--- config.mk ---
export PLATFORM = sky130hd
export DESIGN_NAME = csr_seq
export DESIGN_NICKNAME = d
export VERILOG_FILES = /design/src/rtl/csr_seq.sv
export SDC_FILE = /design/constraint.sdc
export NUM_CORES = 1
export LEC_CHECK = 0
export ABC_AREA = 0
export CORE_MARGIN = 2
export CORE_UTILIZATION = 30
export DETAILED_ROUTE_END_ITERATION = 12
export PLACE_DENSITY = 0.61
export SYNTH_ARGS = -nofsm -noshare
export SYNTH_HDL_FRONTEND = slang
export SYNTH_SLANG_ARGS = --single-unit
--- constraint.sdc ---
create_clock -name clk -period 3.6 [get_ports clk]
set_input_delay 0.36 -clock clk [delete_from_list [all_inputs] [get_ports clk]]
set_output_delay 0.36 -clock clk [all_outputs]
set_load 0.02 [all_outputs]
--- src/rtl/csr_seq.sv ---
// csr_seq: multi-cycle sequencer for RISC-V Zicsr instructions.
// Accepts one raw instruction with its rs1 operand, runs a read-modify-write
// against the CSR file over a req/ack handshake and returns the old CSR value
// to the register file. The front end is stalled while a sequence is running.
//
// Optional feature: define CSR_TIMEOUT_EN to abort an access that is not
// acknowledged within TIMEOUT_CYCLES cycles (fault pulse, back to IDLE).
//
// Ports:
//   clk, rst_n            clock (rising edge), asynchronous active-low reset
//   ins_valid, ins        instruction offer and raw 32-bit instruction word
//   rs1_data              rs1 register value, sampled at accept
//   ins_ready             sequencer idle and able to accept
//   stall                 front-end stall, high whenever not idle
//   csr_req/we/addr/wdata CSR access request, held stable until csr_ack
//   csr_rdata/ack/err     CSR response; csr_err is qualified by csr_ack
//   rd_we/addr/data       one-cycle register-file write of the old CSR value
//   fault                 one-cycle pulse on illegal or aborted instruction
module csr_seq #(
  parameter int unsigned XLEN           = 32,
  parameter int unsigned TIMEOUT_CYCLES = 16
) (
  input  logic            clk,
  input  logic            rst_n,
  input  logic            ins_valid,
  input  logic [31:0]     ins,
  input  logic [XLEN-1:0] rs1_data,
  output logic            ins_ready,
  output logic            stall,
  output logic            csr_req,
  output logic            csr_we,
  output logic [11:0]     csr_addr,
  output logic [XLEN-1:0] csr_wdata,
  input  logic [XLEN-1:0] csr_rdata,
  input  logic            csr_ack,
  input  logic            csr_err,
  output logic            rd_we,
  output logic [4:0]      rd_addr,
  output logic [XLEN-1:0] rd_data,
  output logic            fault
);

  localparam int unsigned ADDR_W = 12;
  localparam int unsigned REG_W  = 5;
  localparam int unsigned OP_W   = 2;

  localparam logic [4:0]      OPC_SYSTEM = 5'b11100;
  localparam logic [OP_W-1:0] OP_RW      = 2'b01;
  localparam logic [OP_W-1:0] OP_RS      = 2'b10;
  localparam logic [OP_W-1:0] OP_RC      = 2'b11;

  typedef enum logic [1:0] {
    S_IDLE  = 2'd0,
    S_READ  = 2'd1,
    S_WRITE = 2'd2,
    S_RESP  = 2'd3
  } state_e;

  // New CSR value for the write phase
  function automatic logic [XLEN-1:0] rmw(input logic [OP_W-1:0] op,
                                          input logic [XLEN-1:0] old,
                                          input logic [XLEN-1:0] src);
    case (op)
      OP_RS:   rmw = old | src;
      OP_RC:   rmw = old & ~src;
      default: rmw = src;
    endcase
  endfunction

  state_e            state_q,     state_d;
  logic [OP_W-1:0]   op_q,        op_d;
  logic [REG_W-1:0]  rd_q,        rd_d;
  logic [REG_W-1:0]  src_idx_q,   src_idx_d;
  logic [XLEN-1:0]   src_q,       src_d;
  logic [XLEN-1:0]   old_q,       old_d;
  logic              ins_ready_q, ins_ready_d;
  logic              stall_q,     stall_d;
  logic              csr_req_q,   csr_req_d;
  logic              csr_we_q,    csr_we_d;
  logic [ADDR_W-1:0] csr_addr_q,  csr_addr_d;
  logic [XLEN-1:0]   csr_wdata_q, csr_wdata_d;
  logic              rd_we_q,     rd_we_d;
  logic [REG_W-1:0]  rd_addr_q,   rd_addr_d;
  logic [XLEN-1:0]   rd_data_q,   rd_data_d;
  logic              fault_q,     fault_d;

`ifdef CSR_TIMEOUT_EN
  localparam int unsigned WAIT_W = $clog2(TIMEOUT_CYCLES + 1);
  logic [WAIT_W-1:0] wait_q, wait_d;
`else
  localparam int unsigned unused_timeout_cycles = TIMEOUT_CYCLES;
`endif

  // Accept-time decode straight from the instruction word
  logic [OP_W-1:0]  ins_op;
  logic [REG_W-1:0] ins_rd;
  logic             ins_illegal;
  logic             unused_ins_lsb;

  assign ins_op         = ins[13:12];
  assign ins_rd         = ins[11:7];
  assign ins_illegal    = (ins[6:2] != OPC_SYSTEM) || (ins_op == 2'b00);
  assign unused_ins_lsb = ^ins[1:0];

  // Next-state and registered-output logic
  always_comb begin
    state_d     = state_q;
    op_d        = op_q;
    rd_d        = rd_q;
    src_idx_d   = src_idx_q;
    src_d       = src_q;
    old_d       = old_q;
    csr_req_d   = csr_req_q;
    csr_we_d    = csr_we_q;
    csr_addr_d  = csr_addr_q;
    csr_wdata_d = csr_wdata_q;
    rd_we_d     = 1'b0;
    rd_addr_d   = rd_addr_q;
    rd_data_d   = rd_data_q;
    fault_d     = 1'b0;
`ifdef CSR_TIMEOUT_EN
    wait_d      = wait_q;
`endif

    case (state_q)
      S_IDLE: begin
        if (ins_valid) begin
          op_d       = ins_op;
          rd_d       = ins_rd;
          src_idx_d  = ins[19:15];
          csr_addr_d = ins[31:20];
          src_d      = ins[14] ? XLEN'(ins[19:15]) : rs1_data;
          if (ins_illegal) begin
            fault_d = 1'b1;
          end else begin
            csr_req_d = 1'b1;
`ifdef CSR_TIMEOUT_EN
            wait_d    = '0;
`endif
            // CSRRW(I) to x0 must not read the CSR: go straight to the write
            if (ins_op == OP_RW && ins_rd == '0) begin
              state_d     = S_WRITE;
              csr_we_d    = 1'b1;
              csr_wdata_d = src_d;
            end else begin
              state_d  = S_READ;
              csr_we_d = 1'b0;
            end
          end
        end
      end

      S_READ: begin
        if (csr_ack) begin
          if (csr_err) begin
            state_d   = S_IDLE;
            csr_req_d = 1'b0;
            fault_d   = 1'b1;
          end else begin
            old_d = csr_rdata;
            // Set/clear with a zero source has no write side effect
            if (op_q != OP_RW && src_idx_q == '0) begin
              state_d   = S_RESP;
              csr_req_d = 1'b0;
              rd_we_d   = (rd_q != '0);
              rd_addr_d = rd_q;
              rd_data_d = csr_rdata;
            end else begin
              state_d     = S_WRITE;
              csr_we_d    = 1'b1;
              csr_wdata_d = rmw(op_q, csr_rdata, src_q);
`ifdef CSR_TIMEOUT_EN
              wait_d      = '0;
`endif
            end
          end
        end
      end

      S_WRITE: begin
        if (csr_ack) begin
          csr_req_d = 1'b0;
          csr_we_d  = 1'b0;
          if (csr_err) begin
            state_d = S_IDLE;
            fault_d = 1'b1;
          end else begin
            state_d   = S_RESP;
            rd_we_d   = (rd_q != '0);
            rd_addr_d = rd_q;
            rd_data_d = old_q;
          end
        end
      end

      S_RESP: begin
        state_d = S_IDLE;
      end

      default: begin
        state_d   = S_IDLE;
        csr_req_d = 1'b0;
        csr_we_d  = 1'b0;
      end
    endcase

`ifdef CSR_TIMEOUT_EN
    // Abort an access that waits too long; a late ack then lands in IDLE
    if ((state_q == S_READ || state_q == S_WRITE) && !csr_ack) begin
      if (wait_q == WAIT_W'(TIMEOUT_CYCLES - 1)) begin
        state_d   = S_IDLE;
        csr_req_d = 1'b0;
        csr_we_d  = 1'b0;
        fault_d   = 1'b1;
      end else begin
        wait_d = wait_q + WAIT_W'(1);
      end
    end
`endif

    ins_ready_d = (state_d == S_IDLE);
    stall_d     = (state_d != S_IDLE);
  end

  // State and output registers
  always_ff @(posedge clk or negedge rst_n) begin
    if (!rst_n) begin
      state_q     <= S_IDLE;
      op_q        <= '0;
      rd_q        <= '0;
      src_idx_q   <= '0;
      src_q       <= '0;
      old_q       <= '0;
      ins_ready_q <= 1'b1;
      stall_q     <= 1'b0;
      csr_req_q   <= 1'b0;
      csr_we_q    <= 1'b0;
      csr_addr_q  <= '0;
      csr_wdata_q <= '0;
      rd_we_q     <= 1'b0;
      rd_addr_q   <= '0;
      rd_data_q   <= '0;
      fault_q     <= 1'b0;
`ifdef CSR_TIMEOUT_EN
      wait_q      <= '0;
`endif
    end else begin
      state_q     <= state_d;
      op_q        <= op_d;
      rd_q        <= rd_d;
      src_idx_q   <= src_idx_d;
      src_q       <= src_d;
      old_q       <= old_d;
      ins_ready_q <= ins_ready_d;
      stall_q     <= stall_d;
      csr_req_q   <= csr_req_d;
      csr_we_q    <= csr_we_d;
      csr_addr_q  <= csr_addr_d;
      csr_wdata_q <= csr_wdata_d;
      rd_we_q     <= rd_we_d;
      rd_addr_q   <= rd_addr_d;
      rd_data_q   <= rd_data_d;
      fault_q     <= fault_d;
`ifdef CSR_TIMEOUT_EN
      wait_q      <= wait_d;
`endif
    end
  end

  assign ins_ready = ins_ready_q;
  assign stall     = stall_q;
  assign csr_req   = csr_req_q;
  assign csr_we    = csr_we_q;
  assign csr_addr  = csr_addr_q;
  assign csr_wdata = csr_wdata_q;
  assign rd_we     = rd_we_q;
  assign rd_addr   = rd_addr_q;
  assign rd_data   = rd_data_q;
  assign fault     = fault_q;

endmodule

Word-level counts from Yosys, hierarchy flattened. Cells that the tools add are included. W data, S select, Z words.

Reductions and logical operators: 20. Bitwise gates (word level): 4. Eq/ne operators: 18. Mux-type cells: 55.

Operators with widths (count): $mux W32 (12); $pmux W32 S2 (3); $and A32 B32 Y32 (1); $not A32 Y32 (1); $or A32 B32 Y32 (1); $mux W5 (5); $mux W1 (22); $ne A2 B2 Y1 const B (9); $mux W2 (7); $reduce_and A7 Y1 (2); $reduce_and A6 Y1 (2); $logic_not A5 Y1 (2); $pmux W5 S2 (1); $eq A2 B2 Y1 const B (4); $pmux W2 S4 (1); $logic_not A2 Y1 (3); $pmux W1 S3 (2); $reduce_bool A2 Y1 (3); $ne A5 B5 Y1 const B (1); $reduce_bool A5 Y1 (1); $eq A2 B1 Y1 const B (2); $pmux W1 S2 (2); $ne A3 B3 Y1 const B (1); $reduce_and A3 Y1 (1); other kinds (7) (8).

Input port bits: 101. Bits in registers: 165.

Longest topological paths before layout. Gate-level depths: netlist (run 1).

Depth after elaboration: 7. Depth in mapped cells: 9. Mapped depth without buffers: 6.

Least setup slack after synthesis (run 1). OpenSTA, ideal clock, no wires.

Kind: reg-to-reg. From: register state_q[1]. To: register rd_addr_q[0] (netlist: rd_addr[0]). Stages on the path, launching flop included: 9. Arrival time: 2.048 ns. Slack: 1.428 ns. Path buffers: 2. Required time: 3.475 ns. Cells stage by stage: dfrtp_1 > inv_1 > ha_1 > buf_2 > nor4b_2 > a32oi_1 > nor2_2 > buf_2 > mux2_2.

Longest elaborated chain between the ends: 3.

Ends and longest elaborated chain: start, declared (RTL line 70) `state_e state_q, state_d;`; start signal, assigned (RTL line 248) `state_q <= state_d;`; $eq A2 B1 Y1 or $eq A2 B2 Y1 (tied branches) (RTL line 125) `case (state_q)`; $ne A2 B2 Y1 (no source line) or $reduce_bool A2 Y1 (tied branches); $reduce_and A6 Y1 (no source line); end signal, assigned (RTL line 261) `rd_addr_q <= rd_addr_d;`; end, declared (RTL line 83) `logic [REG_W-1:0] rd_addr_q, rd_addr_d;`.

Parallel ways exist; a longest one is shown, timed or not. A chain may end at the register's enable or synchronous reset.

Final worst setup path (run 1).
From: register state_q[0]. To: register rd_data_q[30] (netlist: rd_data[30]).

Longest elaborated chain between the ends: 3.

Ends and longest elaborated chain: $eq A2 B1 Y1 or $eq A2 B2 Y1 (tied branches) (RTL line 125); $ne A2 B2 Y1 (no source line) or $reduce_bool A2 Y1 (tied branches); $reduce_and A6 Y1 (no source line); end signal, assigned (RTL line 262) `rd_data_q <= rd_data_d;`; end, declared (RTL line 84) `logic [XLEN-1:0] rd_data_q, rd_data_d;`.

Parallel ways exist; a longest one is shown, timed or not.

==> results of run 1 <==
## per-layer routing
| metal | vias up | track usage (%) | part of all wire (%) |
|---|---|---|---|
| li1 | 2693 | - | - |
| met1 | 2756 | 20.0 | 46 |
| met2 | 142 | 24.6 | 47 |
| met3 | 11 | 4.85 | 6.0 |
| met4 | 0 | 3.44 | 0.77 |
| met5 | - | 0 | 0 |
## worst max path at each step
| stage | endpoint | slack (ps) |
|---|---|---|
| after floorplan | rd_addr[0]$_DFFE_PN0P_ | 1430 |
| after global placement | csr_wdata[4]$_DFFE_PN0P_ | 780 |
| after detailed placement | csr_wdata[15]$_DFFE_PN0P_ | 740 |
| after CTS | rd_data[30]$_DFFE_PN0P_ | 1060 |
| after global routing | rd_data[21]$_DFFE_PN0P_ | 940 |
| final | rd_data[30]$_DFFE_PN0P_ | 1090 |
## state kept, by name, summed over array words and instances (netlist names)
name       count
csr_addr      12
csr_req        1
csr_wdata     32
csr_we         1
fault          1
ins_ready      1
old_q         32
op_q           2
rd_addr        5
rd_data       32
rd_q           5
rd_we          1
src_idx_q      5
src_q         32
stall          1
state_q        2
## final cells by class
cell class	instances	share of cell area (%)
clock buffers	17	4.04
clock inverters	15	1.72
inverters	33	1.18
multi-input cells	430	31.4
flip-flops and latches	165	39.2
well taps	330	3.92
repair buffers	197	18.5
## layout by cell type (no fill, tap or decap), types with 10 or more instances in the layout
| cell | count |
|---|---|
| a21oi_1 | 87 |
| buf_4 | 10 |
| clkbuf_16 | 17 |
| clkdlybuf4s50_1 | 183 |
| dfrtp_1 | 163 |
| inv_1 | 33 |
| mux2_2 | 128 |
| mux2i_1 | 40 |
| nand2_1 | 35 |
| nand2b_1 | 29 |
| nor2_1 | 31 |
| o21ai_0 | 36 |
## report_power, final
part           total [mW]  switching (mW)  leakage, nW  internal, mW
combinational        3.95            2.02         2.06          1.94
sequential           3.14           0.463         2.06          2.68
clock                1.92           0.865        0.294          1.06
## metrics by stage
stage / util, % / instances
finish: 41.7 / 1187
floorplan: - / 672
global placement: 39.3 / 1154
detailed placement: 39.3 / 1154
CTS: 41.7 / 1187
global route: 41.7 / 1187
## Yosys cell counts (2+ instances only)
library cell,number
dfrtp_1,164
mux2_2,128
a21oi_1,87
mux2i_1,40
nand2_1,36
o21ai_0,36
inv_1,33
nor2_1,31
nand2b_1,29
clkbuf_1,27
buf_2,8
a21o_1,5
buf_1,5
ha_1,5
buf_6,3
mux2_4,3
a32oi_1,2
nor4_1,2
## cells by family after synthesis
logic type / after synthesis / synth area share [%]
adder cells (fa/ha/maj): 5 / 0.806
multiplexers: 172 / 24.5
buffers and inverters: 77 / 4.35
AO/OA/AOI/OAI: 141 / 9.94
flip-flops: 165 / 53.2
AND/OR/NAND/NOR: 112 / 7.19
## worst max-delay path, delay by kind of cell, from the launching register on
| family | cells | cell delay, ps |
|---|---|---|
| adder cells (fa/ha/maj) | 1 | 710 |
| buffers and inverters | 2 | 490 |
| flip-flops | 1 | 450 |
| multiplexers | 1 | 380 |
| AO/OA/AOI/OAI | 1 | 210 |
| AND/OR/NAND/NOR | 1 | 130 |
==> results_tabular.tex, run 1 <==
\begin{tabular}{lr}
\hline
Metric & Value \\
\hline
\multicolumn{2}{l}{\textbf{Worst hold path}} \\
\quad Min-Delay Startpoint & old\_q[7]\$\_DFFE\_PN0P\_ \\
\quad Hold Path Stages & 1 \\
\quad Class of the most critical hold timing path & flop to flop \\
\quad End of the worst hold path & old\_q[7]\$\_DFFE\_PN0P\_ \\
\multicolumn{2}{l}{\textbf{Global routing}} \\
\quad Total congestion overflow after global routing & 0 \\
\quad Via count of the first global-routing pass & 5,650 \\
\quad Overall global routing resource usage & 15.3\% \\
\quad Initial antenna violation count & 0 \\
\quad Wire length of the first global-routing pass & 31,600 um \\
\quad Largest net degree at the start of global routing & 89 \\
\multicolumn{2}{l}{\textbf{Place}} \\
\quad Estimated wirelength of the detail-placed design & 13,400 um \\
\quad Total placed instance area & 9920 um\^{}2 \\
\quad Worst Setup Slack post-DPL & 737 ps \\
\quad Placer Congestion & 0.733 \\
\quad Number of buffers inserted by port buffering & 185 \\
\multicolumn{2}{l}{\textbf{Critical path}} \\
\quad Crit Path Category & flop to flop \\
\quad Sequence of cells on the critical path & inv\_1, ha\_2, a32oi\_1, nor2\_4, buf\_4, mux2\_2 \\
\quad Origin of the worst setup path & state\_q[0]\$\_DFF\_PN0\_ \\
\quad CP peak stage delay & 710 ps \\
\quad Nature of the critical path endpoint & flop \\
\quad Cell depth of the worst flop-to-flop path & 6 \\
\quad R2r setup slk & 1090 ps \\
\quad Highest net fanout along the worst path & 24 \\
\quad R2R Path Start & state\_q[0]\$\_DFF\_PN0\_ \\
\quad Required time reported for the critical path endpoint & 3900 ps \\
\quad Crit path max-delay cell type & ha\_2 \\
\quad CP startpoint kind & flop \\
\quad Capture instance of the worst register-to-register path & rd\_data[30]\$\_DFFE\_PN0P\_ \\
\quad Arrival time of data at the critical path endpoint & 2810 ps \\
\multicolumn{2}{l}{\textbf{STA}} \\
\quad Final critical-path required period & 2510 ps \\
\quad Setup violators final & 0 \\
\quad Final number of hold-violating endpoints & 0 \\
\quad RSZ-0062 raised after global routing & no \\
\quad Worst slew pin tran & 960 ps \\
\quad Timing-limited maximum frequency & 398 MHz \\
\quad Worst-case setup margin in the final layout & 1090 ps \\
\quad Setup skew after layout & 15.2 ps \\
\quad Total negative slack for setup checks & 0 ps \\
\quad Worst Hold Margin & 500 ps \\
\quad Fraction of the cycle the final worst path needs & 69.9\% \\
\quad Max Slew Vio Count & 0 \\
\quad Worst rel slew slack & 36.0\% \\
\multicolumn{2}{l}{\textbf{Die}} \\
\quad CORE AREA & 25,300 um\^{}2 \\
\quad Die span in x & 165 um \\
\quad Die ar. & 27,200 um\^{}2 \\
\quad Row cnt & 58 \\
\quad Top-Level Pins & 188 \\
\quad Die span in y & 165 um \\
\quad Starting density of the core & 30.7\% \\
\multicolumn{2}{l}{\textbf{Logic synthesis}} \\
\quad Number of synthesized flops with an enable pin & 0 \\
\quad Biggest area contributors in the synthesized netlist & dfrtp\_1 53\%, mux2\_2 19\%, a21oi\_1 5.6\%, mux2i\_1 5.2\%, nand2b\_1 2.3\% \\
\quad Cell taking the most area after synthesis & dfrtp\_1 \\
\quad Average cell area after synthesis & 11.5 um\^{}2 \\
\quad Synth warn & 0 \\
\quad Netlist area before placement & 7760 um\^{}2 \\
\quad Number of distinct library cell variants in the gate-level netlist after synthesis & 46 \\
\quad Synthesized instance count & 672 \\
\quad Area share of the largest cell type after synthesis & 52.9\% \\
\quad Post-Syn Nets & 778 \\
\quad Proportion of synthesized chip area in sequential cells & 53.2\% \\
\quad Share of synthesized registers carrying an async set or reset & 100\% \\
\quad Total of flip-flops plus latches after synthesis & 165 \\
\quad Most used DFF post-synth & dfrtp\_1 \\
\multicolumn{2}{l}{\textbf{Clock network}} \\
\quad Total clock sinks & 165 \\
\quad Clock buffers created by TritonCTS & 17 \\
\quad Clock latency at the later pin of the worst-skew pair & 430 ps \\
\quad Clock transition at the registers of the reported paths & 70 ps \\
\quad Clk root buf & clkbuf\_16 \\
\quad Maximum level of the CTS H-tree & 4 \\
\quad Clock tree from TritonCTS & done \\
\quad Total of cells resized after clock tree synthesis & 0 \\
\quad Post CTS Setup Buffer Count & 0 \\
\quad Post-CTS Hold Fix Bufs & 1 \\
\quad Max Buffers Root-to-Sink & 2 \\
\multicolumn{2}{l}{\textbf{Power}} \\
\quad Worst ir drop on vdd & 0.000621 V \\
\quad Reported leakage power & 4.41 nW \\
\quad Total Power Consumption & 9.02 mW \\
\quad Power density over the cells & 856 nW/um\^{}2 \\
\multicolumn{2}{l}{\textbf{Finish}} \\
\quad Number of diodes & 0 \\
\quad Fillers & 2,383 \\
\quad Share of post-route cells with drive strength above 1 & 21.9\% \\
\quad Area Growth Syn to Fin & 35.8\% \\
\quad Multi-input gate area in the final layout & 3310 um\^{}2 \\
\quad Cell area after layout & 10,500 um\^{}2 \\
\quad Sequential cell area in the final layout & 4130 um\^{}2 \\
\quad Post-layout nets & 950 \\
\multicolumn{2}{l}{\textbf{Routing}} \\
\quad Wire length per cell after detailed routing & 16.9 um \\
\quad Antenna viol nets, final & 0 \\
\quad Iteration-0 DRC Markers & 242 \\
\quad Via Count & 5,602 \\
\quad WL final & 20,100 um \\
\quad Router iterations before antenna repair & 4 \\
\quad Mean number of vias per cell & 4.72 \\
\quad Post-route DRC violation count & 0 \\
\multicolumn{2}{l}{\textbf{Run}} \\
\quad Maximum capacitance violations & 0 \\
\multicolumn{2}{l}{\textbf{Outcome}} \\
\quad Result of the run & finished, final reports clean \\
\hline
\end{tabular}
Power figures use the tool's default switching activity.
==> inputs of run 2 (changes only) <==
- clock period: 3.6 -> 2.5 ns (I/O delays scaled with it)
==> results_tabular.tex, run 2 (same netlist as run 1, synthesis figures left out) <==
\begin{tabular}{lr}
\hline
Metric & Value \\
\hline
\multicolumn{2}{l}{\textbf{Outcome}} \\
\quad Result of the run & finished, final reports clean (unchanged) \\
\multicolumn{2}{l}{\textbf{Power}} \\
\quad Power density over the cells & 1230 nW/um\^{}2 (was 856 nW/um\^{}2) \\
\quad Reported leakage power & 4.48 nW (was 4.41 nW) \\
\quad Total Power Consumption & 13.2 mW (was 9.02 mW) \\
\quad Worst ir drop on vdd & 0.000649 V (was 0.000621 V) \\
\multicolumn{2}{l}{\textbf{STA}} \\
\quad Fraction of the cycle the final worst path needs & 90.2\% (was 69.9\%) \\
\quad Final critical-path required period & 2260 ps (was 2510 ps) \\
\quad RSZ-0062 raised after global routing & no (unchanged) \\
\quad Total negative slack for setup checks & 0 ps (unchanged) \\
\quad Worst Hold Margin & 313 ps (was 500 ps) \\
\quad Setup skew after layout & 8.96 ps (was 15.2 ps) \\
\quad Timing-limited maximum frequency & 443 MHz (was 398 MHz) \\
\quad Worst slew pin tran & 651 ps (was 960 ps) \\
\quad Max Slew Vio Count & 0 (unchanged) \\
\quad Worst rel slew slack & 56.6\% (was 36.0\%) \\
\quad Setup violators final & 0 (unchanged) \\
\quad Final number of hold-violating endpoints & 0 (unchanged) \\
\multicolumn{2}{l}{\textbf{Finish}} \\
\quad Fillers & 2,415 (was 2,383) \\
\quad Leading cell type in the layout, fill and taps excluded & clkdlybuf4s50\_1 (unchanged) \\
\quad Share of post-route cells with drive strength above 1 & 22.5\% (was 21.9\%) \\
\quad Area Growth Syn to Fin & 38.1\% (was 35.8\%) \\
\quad Leading cell types in the layout, fill and taps excluded & 183 x clkdlybuf4s50\_1, 163 x dfrtp\_1, 128 x mux2\_2, 87 x a21oi\_1, 40 x mux2i\_1 (unchanged) \\
\quad Post-layout nets & 959 (was 950) \\
\quad Number of standard cells in the layout, taps in and fillers out & 1,197 (was 1,187) \\
\multicolumn{2}{l}{\textbf{Routing}} \\
\quad Router iterations before antenna repair & 4 (unchanged) \\
\quad Mean number of vias per cell & 4.68 (was 4.72) \\
\quad Antenna viol nets, final & 0 (unchanged) \\
\quad Iteration-0 DRC Markers & 252 (was 242) \\
\quad Post-route DRC violation count & 0 (unchanged) \\
\quad Wire length per cell after detailed routing & 16.7 um (was 16.9 um) \\
\quad Via Count & 5,600 (was 5,602) \\
\quad WL final & 20,000 um (was 20,100 um) \\
\multicolumn{2}{l}{\textbf{Critical path}} \\
\quad Crit Path Category & flop to flop (unchanged) \\
\quad Nature of the critical path endpoint & flop (unchanged) \\
\quad Required time reported for the critical path endpoint & 2800 ps (was 3900 ps) \\
\quad CP startpoint kind & flop (unchanged) \\
\quad Cell depth of the worst flop-to-flop path & 7 (was 6) \\
\quad Capture instance of the worst register-to-register path & rd\_data[14]\$\_DFFE\_PN0P\_ (was rd\_data[30]\$\_DFFE\_PN0P\_) \\
\quad CP peak stage delay & 460 ps (was 710 ps) \\
\quad Buffering stage count on the worst path with inverters included & 2 (unchanged) \\
\quad R2R Path Start & state\_q[1]\$\_DFF\_PN0\_ (was state\_q[0]\$\_DFF\_PN0\_) \\
\quad Crit path max-delay cell type & dfrtp\_1 (was ha\_2) \\
\quad Arrival time of data at the critical path endpoint & 2560 ps (was 2810 ps) \\
\quad Highest net fanout along the worst path & 15 (was 24) \\
\quad R2r setup slk & 240 ps (was 1090 ps) \\
\quad Sequence of cells on the critical path & inv\_1, ha\_2, nor4b\_2, a32oi\_1, nor2\_4, buf\_4, mux2\_2 (was inv\_1, ha\_2, a32oi\_1, nor2\_4, buf\_4, mux2\_2) \\
\quad Worst path top cell family by delay & flip-flops (was adder cells) \\
\multicolumn{2}{l}{\textbf{Die}} \\
\quad Die span in y & 165 um (unchanged) \\
\quad Die span in x & 165 um (unchanged) \\
\quad Top-Level Pins & 188 (unchanged) \\
\quad Starting density of the core & 30.7\% (unchanged) \\
\quad Row cnt & 58 (unchanged) \\
\quad CORE AREA & 25,300 um\^{}2 (unchanged) \\
\quad Die ar. & 27,200 um\^{}2 (unchanged) \\
\multicolumn{2}{l}{\textbf{Global routing}} \\
\quad Largest net degree at the start of global routing & 71 (was 89) \\
\quad Initial antenna violation count & 0 (unchanged) \\
\quad Via count of the first global-routing pass & 5,612 (was 5,650) \\
\quad Wire length of the first global-routing pass & 31,500 um (was 31,600 um) \\
\quad Overall global routing resource usage & 15.1\% (was 15.3\%) \\
\quad Total congestion overflow after global routing & 0 (unchanged) \\
\multicolumn{2}{l}{\textbf{Clock network}} \\
\quad Clock buffers created by TritonCTS & 17 (unchanged) \\
\quad Post CTS Setup Buffer Count & 0 (unchanged) \\
\quad Maximum level of the CTS H-tree & 4 (unchanged) \\
\quad Total clock sinks & 165 (unchanged) \\
\quad Max Buffers Root-to-Sink & 2 (unchanged) \\
\quad Clock transition at the registers of the reported paths & 60 ps (was 70 ps) \\
\quad Clk root buf & clkbuf\_16 (unchanged) \\
\quad Clock latency at the later pin of the worst-skew pair & 420 ps (was 430 ps) \\
\quad Clock tree from TritonCTS & done (unchanged) \\
\multicolumn{2}{l}{\textbf{Run}} \\
\quad Maximum capacitance violations & 0 (unchanged) \\
\multicolumn{2}{l}{\textbf{Worst hold path}} \\
\quad Class of the most critical hold timing path & input pin to async pin (was flop to flop) \\
\multicolumn{2}{l}{\textbf{Place}} \\
\quad Number of buffers inserted by port buffering & 185 (unchanged) \\
\quad Cell count after placement & 1,163 (was 1,154) \\
\quad Placer Congestion & 0.744 (was 0.733) \\
\quad Estimated wirelength of the detail-placed design & 13,700 um (was 13,400 um) \\
\hline
\end{tabular}
-- run 2: cell types whose count changed in the layout (fill, tap and decap cells not counted), sizes merged --
cell / before / now
inv: 44 / 34
buf: 13 / 22
clkbuf: 17 / 21
clkinv: 0 / 3
bufinv: 2 / 4
clkinvlp: 2 / 3
diode: 0 / 1
-- run 2: cell type report --
cell class                      instances  area [um^2]  area share (%)
Antenna cell                            1         2.50          0.0234
Clock buffer                           21          460            4.30
Clock inverter                         11          174            1.62
Inverter                               33          124            1.16
Multi-Input combinational cell        430         3310            30.9
Sequential cell                       165         4130            38.6
Tap cell                              330          413            3.86
Timing Repair Buffer                  206         2100            19.6
-- run 2: timing repair --
action / in CTS / in global routing
gates resized for setup: 0 / 0
hold buffers: 1 / 0
endpoints found under the hold margin: 41 / 0
-- run 2: through the flow --
step	worst slack [ps]	utilization (%)	area, um^2
final	245	42.4	10700
after global routing	122	42.4	10700
after CTS	261	42.4	10700
after detailed placement	48.1	39.8	10100
after global placement	76.8	39.8	10100
after floorplan	328	-	7760
-- run 2: worst register-to-register path: stages, from the launching register on --
cell,delay (ps)
dfrtp_1,460
inv_1,110
ha_2,260
nor4b_2,280
a32oi_1,190
nor2_4,180
buf_4,280
mux2_2,380
-- run 2: worst max-delay path by stage --
stage,cells after the start,end,from
floorplan,8,rd_addr[0]$_DFFE_PN0P_,state_q[1]$_DFF_PN0_
global placement,7,csr_wdata[28]$_DFFE_PN0P_,ins[13]
detailed placement,7,csr_wdata[24]$_DFFE_PN0P_,ins[13]
CTS,7,rd_data[3]$_DFFE_PN0P_,state_q[1]$_DFF_PN0_
global route,5,src_q[5]$_DFFE_PN0P_,state_q[0]$_DFF_PN0_
finish,7,rd_data[14]$_DFFE_PN0P_,state_q[1]$_DFF_PN0_
-- run 2: per-layer routing --
metal	wire length [um]	GRT usage, %	vias up
li1	-	-	2715
met1	9210	19.9	2741
met2	9410	24.7	134
met3	1220	4.27	10
met4	132	3.32	0
met5	0	0	-
-- run 2: report_power, final --
group | internal [mW] | total (mW) | leakage, nW | switching (mW)
sequential | 3.86 | 4.53 | 2.06 | 0.674
combinational | 2.89 | 5.79 | 2.12 | 2.90
clock | 1.73 | 2.84 | 0.300 | 1.11
total | 8.48 | 13.2 | 4.48 | 4.68
==> inputs of run 3 (changes only) <==
- SETUP_SLACK_MARGIN: default -> 0.4
==> results_tabular.tex, run 3 (same netlist as run 1, synthesis figures left out) <==
\begin{tabular}{lr}
\hline
Metric & Value \\
\hline
\multicolumn{2}{l}{\textbf{Outcome}} \\
\quad Result of the run & finished, final reports clean (unchanged) \\
\multicolumn{2}{l}{\textbf{Clock network}} \\
\quad Maximum level of the CTS H-tree & 4 (unchanged) \\
\quad Total clock sinks & 165 (unchanged) \\
\quad Clk root buf & clkbuf\_16 (unchanged) \\
\quad Clock latency at the later pin of the worst-skew pair & 430 ps (was 420 ps) \\
\quad Clock transition at the registers of the reported paths & 70 ps (was 60 ps) \\
\quad Clock buffers created by TritonCTS & 17 (unchanged) \\
\quad Clock tree from TritonCTS & done (unchanged) \\
\quad Max Buffers Root-to-Sink & 2 (unchanged) \\
\multicolumn{2}{l}{\textbf{Place}} \\
\quad Estimated wirelength of the detail-placed design & 13,800 um (was 13,700 um) \\
\quad Placer Congestion & 0.760 (was 0.744) \\
\quad Number of buffers inserted by port buffering & 185 (unchanged) \\
\quad Worst Setup Slack post-DPL & 82.5 ps (was 48.1 ps) \\
\multicolumn{2}{l}{\textbf{Critical path}} \\
\quad Required time reported for the critical path endpoint & 2820 ps (was 2800 ps) \\
\quad Highest net fanout along the worst path & 18 (was 15) \\
\quad Nature of the critical path endpoint & flop (unchanged) \\
\quad CP startpoint kind & flop (unchanged) \\
\quad Crit Path Category & flop to flop (unchanged) \\
\quad Arrival time of data at the critical path endpoint & 2330 ps (was 2560 ps) \\
\multicolumn{2}{l}{\textbf{Routing}} \\
\quad WL final & 20,900 um (was 20,000 um) \\
\quad Antenna viol nets, final & 0 (unchanged) \\
\quad Via Count & 5,609 (was 5,600) \\
\quad Mean number of vias per cell & 4.66 (was 4.68) \\
\quad Wire length per cell after detailed routing & 17.3 um (was 16.7 um) \\
\quad Router iterations before antenna repair & 4 (unchanged) \\
\quad Post-route DRC violation count & 0 (unchanged) \\
\quad Iteration-0 DRC Markers & 289 (was 252) \\
\multicolumn{2}{l}{\textbf{Global routing}} \\
\quad Wire length of the first global-routing pass & 32,900 um (was 31,500 um) \\
\quad Layer carrying the most global-route usage & met2 (unchanged) \\
\quad Largest net degree at the start of global routing & 62 (was 71) \\
\quad Overall global routing resource usage & 15.9\% (was 15.1\%) \\
\quad Initial antenna violation count & 1 (was 0) \\
\quad Via count of the first global-routing pass & 5,918 (was 5,612) \\
\quad Met2 usage in global routing & 27.0\% (was 24.7\%) \\
\quad Met3 Use GR & 3.62\% (was 4.27\%) \\
\quad GRT met1 Usage & 20.4\% (was 19.9\%) \\
\quad Total congestion overflow after global routing & 0 (unchanged) \\
\multicolumn{2}{l}{\textbf{STA}} \\
\quad Final critical-path required period & 2020 ps (was 2260 ps) \\
\quad Fraction of the cycle the final worst path needs & 80.8\% (was 90.2\%) \\
\quad Setup violators final & 0 (unchanged) \\
\quad Worst-case setup margin in the final layout & 480 ps (was 245 ps) \\
\quad Setup skew after layout & 10.3 ps (was 8.96 ps) \\
\quad RSZ-0062 raised after global routing & no (unchanged) \\
\quad Timing-limited maximum frequency & 495 MHz (was 443 MHz) \\
\quad Final number of hold-violating endpoints & 0 (unchanged) \\
\quad Worst rel slew slack & 61.5\% (was 56.6\%) \\
\quad Worst slew pin tran & 575 ps (was 651 ps) \\
\quad Total negative slack for setup checks & 0 ps (unchanged) \\
\quad Max Slew Vio Count & 0 (unchanged) \\
\multicolumn{2}{l}{\textbf{Die}} \\
\quad Starting density of the core & 30.7\% (unchanged) \\
\quad Die span in x & 165 um (unchanged) \\
\quad Die span in y & 165 um (unchanged) \\
\quad Top-Level Pins & 188 (unchanged) \\
\quad CORE AREA & 25,300 um\^{}2 (unchanged) \\
\quad Die ar. & 27,200 um\^{}2 (unchanged) \\
\quad Row cnt & 58 (unchanged) \\
\multicolumn{2}{l}{\textbf{Finish}} \\
\quad Share of post-route cells with drive strength above 1 & 23.9\% (was 22.5\%) \\
\quad Fillers & 2,397 (was 2,415) \\
\quad Leading cell types in the layout, fill and taps excluded & 184 x clkdlybuf4s50\_1, 162 x dfrtp\_1, 128 x mux2\_2, 87 x a21oi\_1, 40 x mux2i\_1 (was 183 x clkdlybuf4s50\_1, 163 x dfrtp\_1, 128 x mux2\_2, 87 x a21oi\_1, 40 x mux2i\_1) \\
\quad Leading cell type in the layout, fill and taps excluded & clkdlybuf4s50\_1 (unchanged) \\
\quad Area Growth Syn to Fin & 39.6\% (was 38.1\%) \\
\quad Multi-input gate area in the final layout & 3350 um\^{}2 (was 3310 um\^{}2) \\
\quad Post-layout nets & 966 (was 959) \\
\quad Sequential cell area in the final layout & 4130 um\^{}2 (about the same) \\
\multicolumn{2}{l}{\textbf{Worst hold path}} \\
\quad Class of the most critical hold timing path & input pin to async pin (unchanged) \\
\multicolumn{2}{l}{\textbf{Power}} \\
\quad Reported leakage power & 4.53 nW (was 4.48 nW) \\
\quad Power density over the cells & 1220 nW/um\^{}2 (was 1230 nW/um\^{}2) \\
\quad Worst ir drop on vdd & 0.000507 V (was 0.000649 V) \\
\quad Total Power Consumption & 13.2 mW (about the same) \\
\multicolumn{2}{l}{\textbf{Run}} \\
\quad Maximum capacitance violations & 0 (unchanged) \\
\hline
\end{tabular}
run 3: report_power, final:
part	internal [mW]	switching [mW]	leakage, nW
Combinational	2.99	2.94	2.18
Sequential	3.86	0.718	2.06
Clock	1.50	1.22	0.292
Total	8.36	4.88	4.53
run 3: what timing repair did:
item                                    4_1_cts  5_1_grt
hold buffers                                  1        0
cloned                                        2        0
hold endpoints to repair                     52        0
endpoints found under the setup margin       82       71
gates resized for setup                       8        6
setup buffers                                 4        0
pin swaps                                     1        2
run 3: through the flow:
stage / util, % / cells / hold slack, ps / instance area [um^2]
4_1_cts: 42.8 / 1203 / 387 / 10800
3_5_place_dp: 39.9 / 1164 / 265 / 10100
2_1_floorplan: - / 672 / -45.6 / 7770
5_1_grt: 42.9 / 1204 / 404 / 10800
3_3_place_gp: 39.9 / 1164 / 265 / 10100
6_report: 42.9 / 1204 / 368 / 10800
run 3: final cells by class:
class                           count  area share, %
Inverter                           33           1.17
Antenna cell                        1         0.0231
Multi-Input combinational cell    430           31.0
Tap cell                          330           3.81
Clock inverter                     15           1.55
Clock buffer                       17           3.93
Timing Repair Buffer              213           20.4
Sequential cell                   165           38.2
run 3: per-layer routing:
metal  vias to the layer above  part of all wire, %
li1                       2728                    -
met1                      2719                   45
met2                       145                   49
met3                        17                  4.9
met4                         0                  1.3
met5                         -                    0
run 3: path summary, 6_finish.rpt:
kind | startpoint | to | slack [ps] | depth (start not counted)
max | state_q[1]$_DFF_PN0_ | rd_data[1]$_DFFE_PN0P_ | 480 | 8
min | rst_n | rd_data[23]$_DFFE_PN0P_ | 370 | 2
max reg2reg | state_q[1]$_DFF_PN0_ | rd_data[1]$_DFFE_PN0P_ | 480 | 8
min reg2reg | old_q[7]$_DFFE_PN0P_ | old_q[7]$_DFFE_PN0P_ | 490 | 1
max in group asynchronous | rst_n | rd_data[9]$_DFFE_PN0P_ | 1380 | 3
min in group clk | rs1_data[6] | src_q[6]$_DFFE_PN0P_ | 410 | 3
run 3: worst max-delay path, cell delays in order (launching register included):
cell	delay, ps
dfrtp_2	430
inv_4	80
ha_4	140
nor4b_4	230
a32oi_2	170
nor2_4	160
buf_12	140
buf_16	190
mux2_2	350
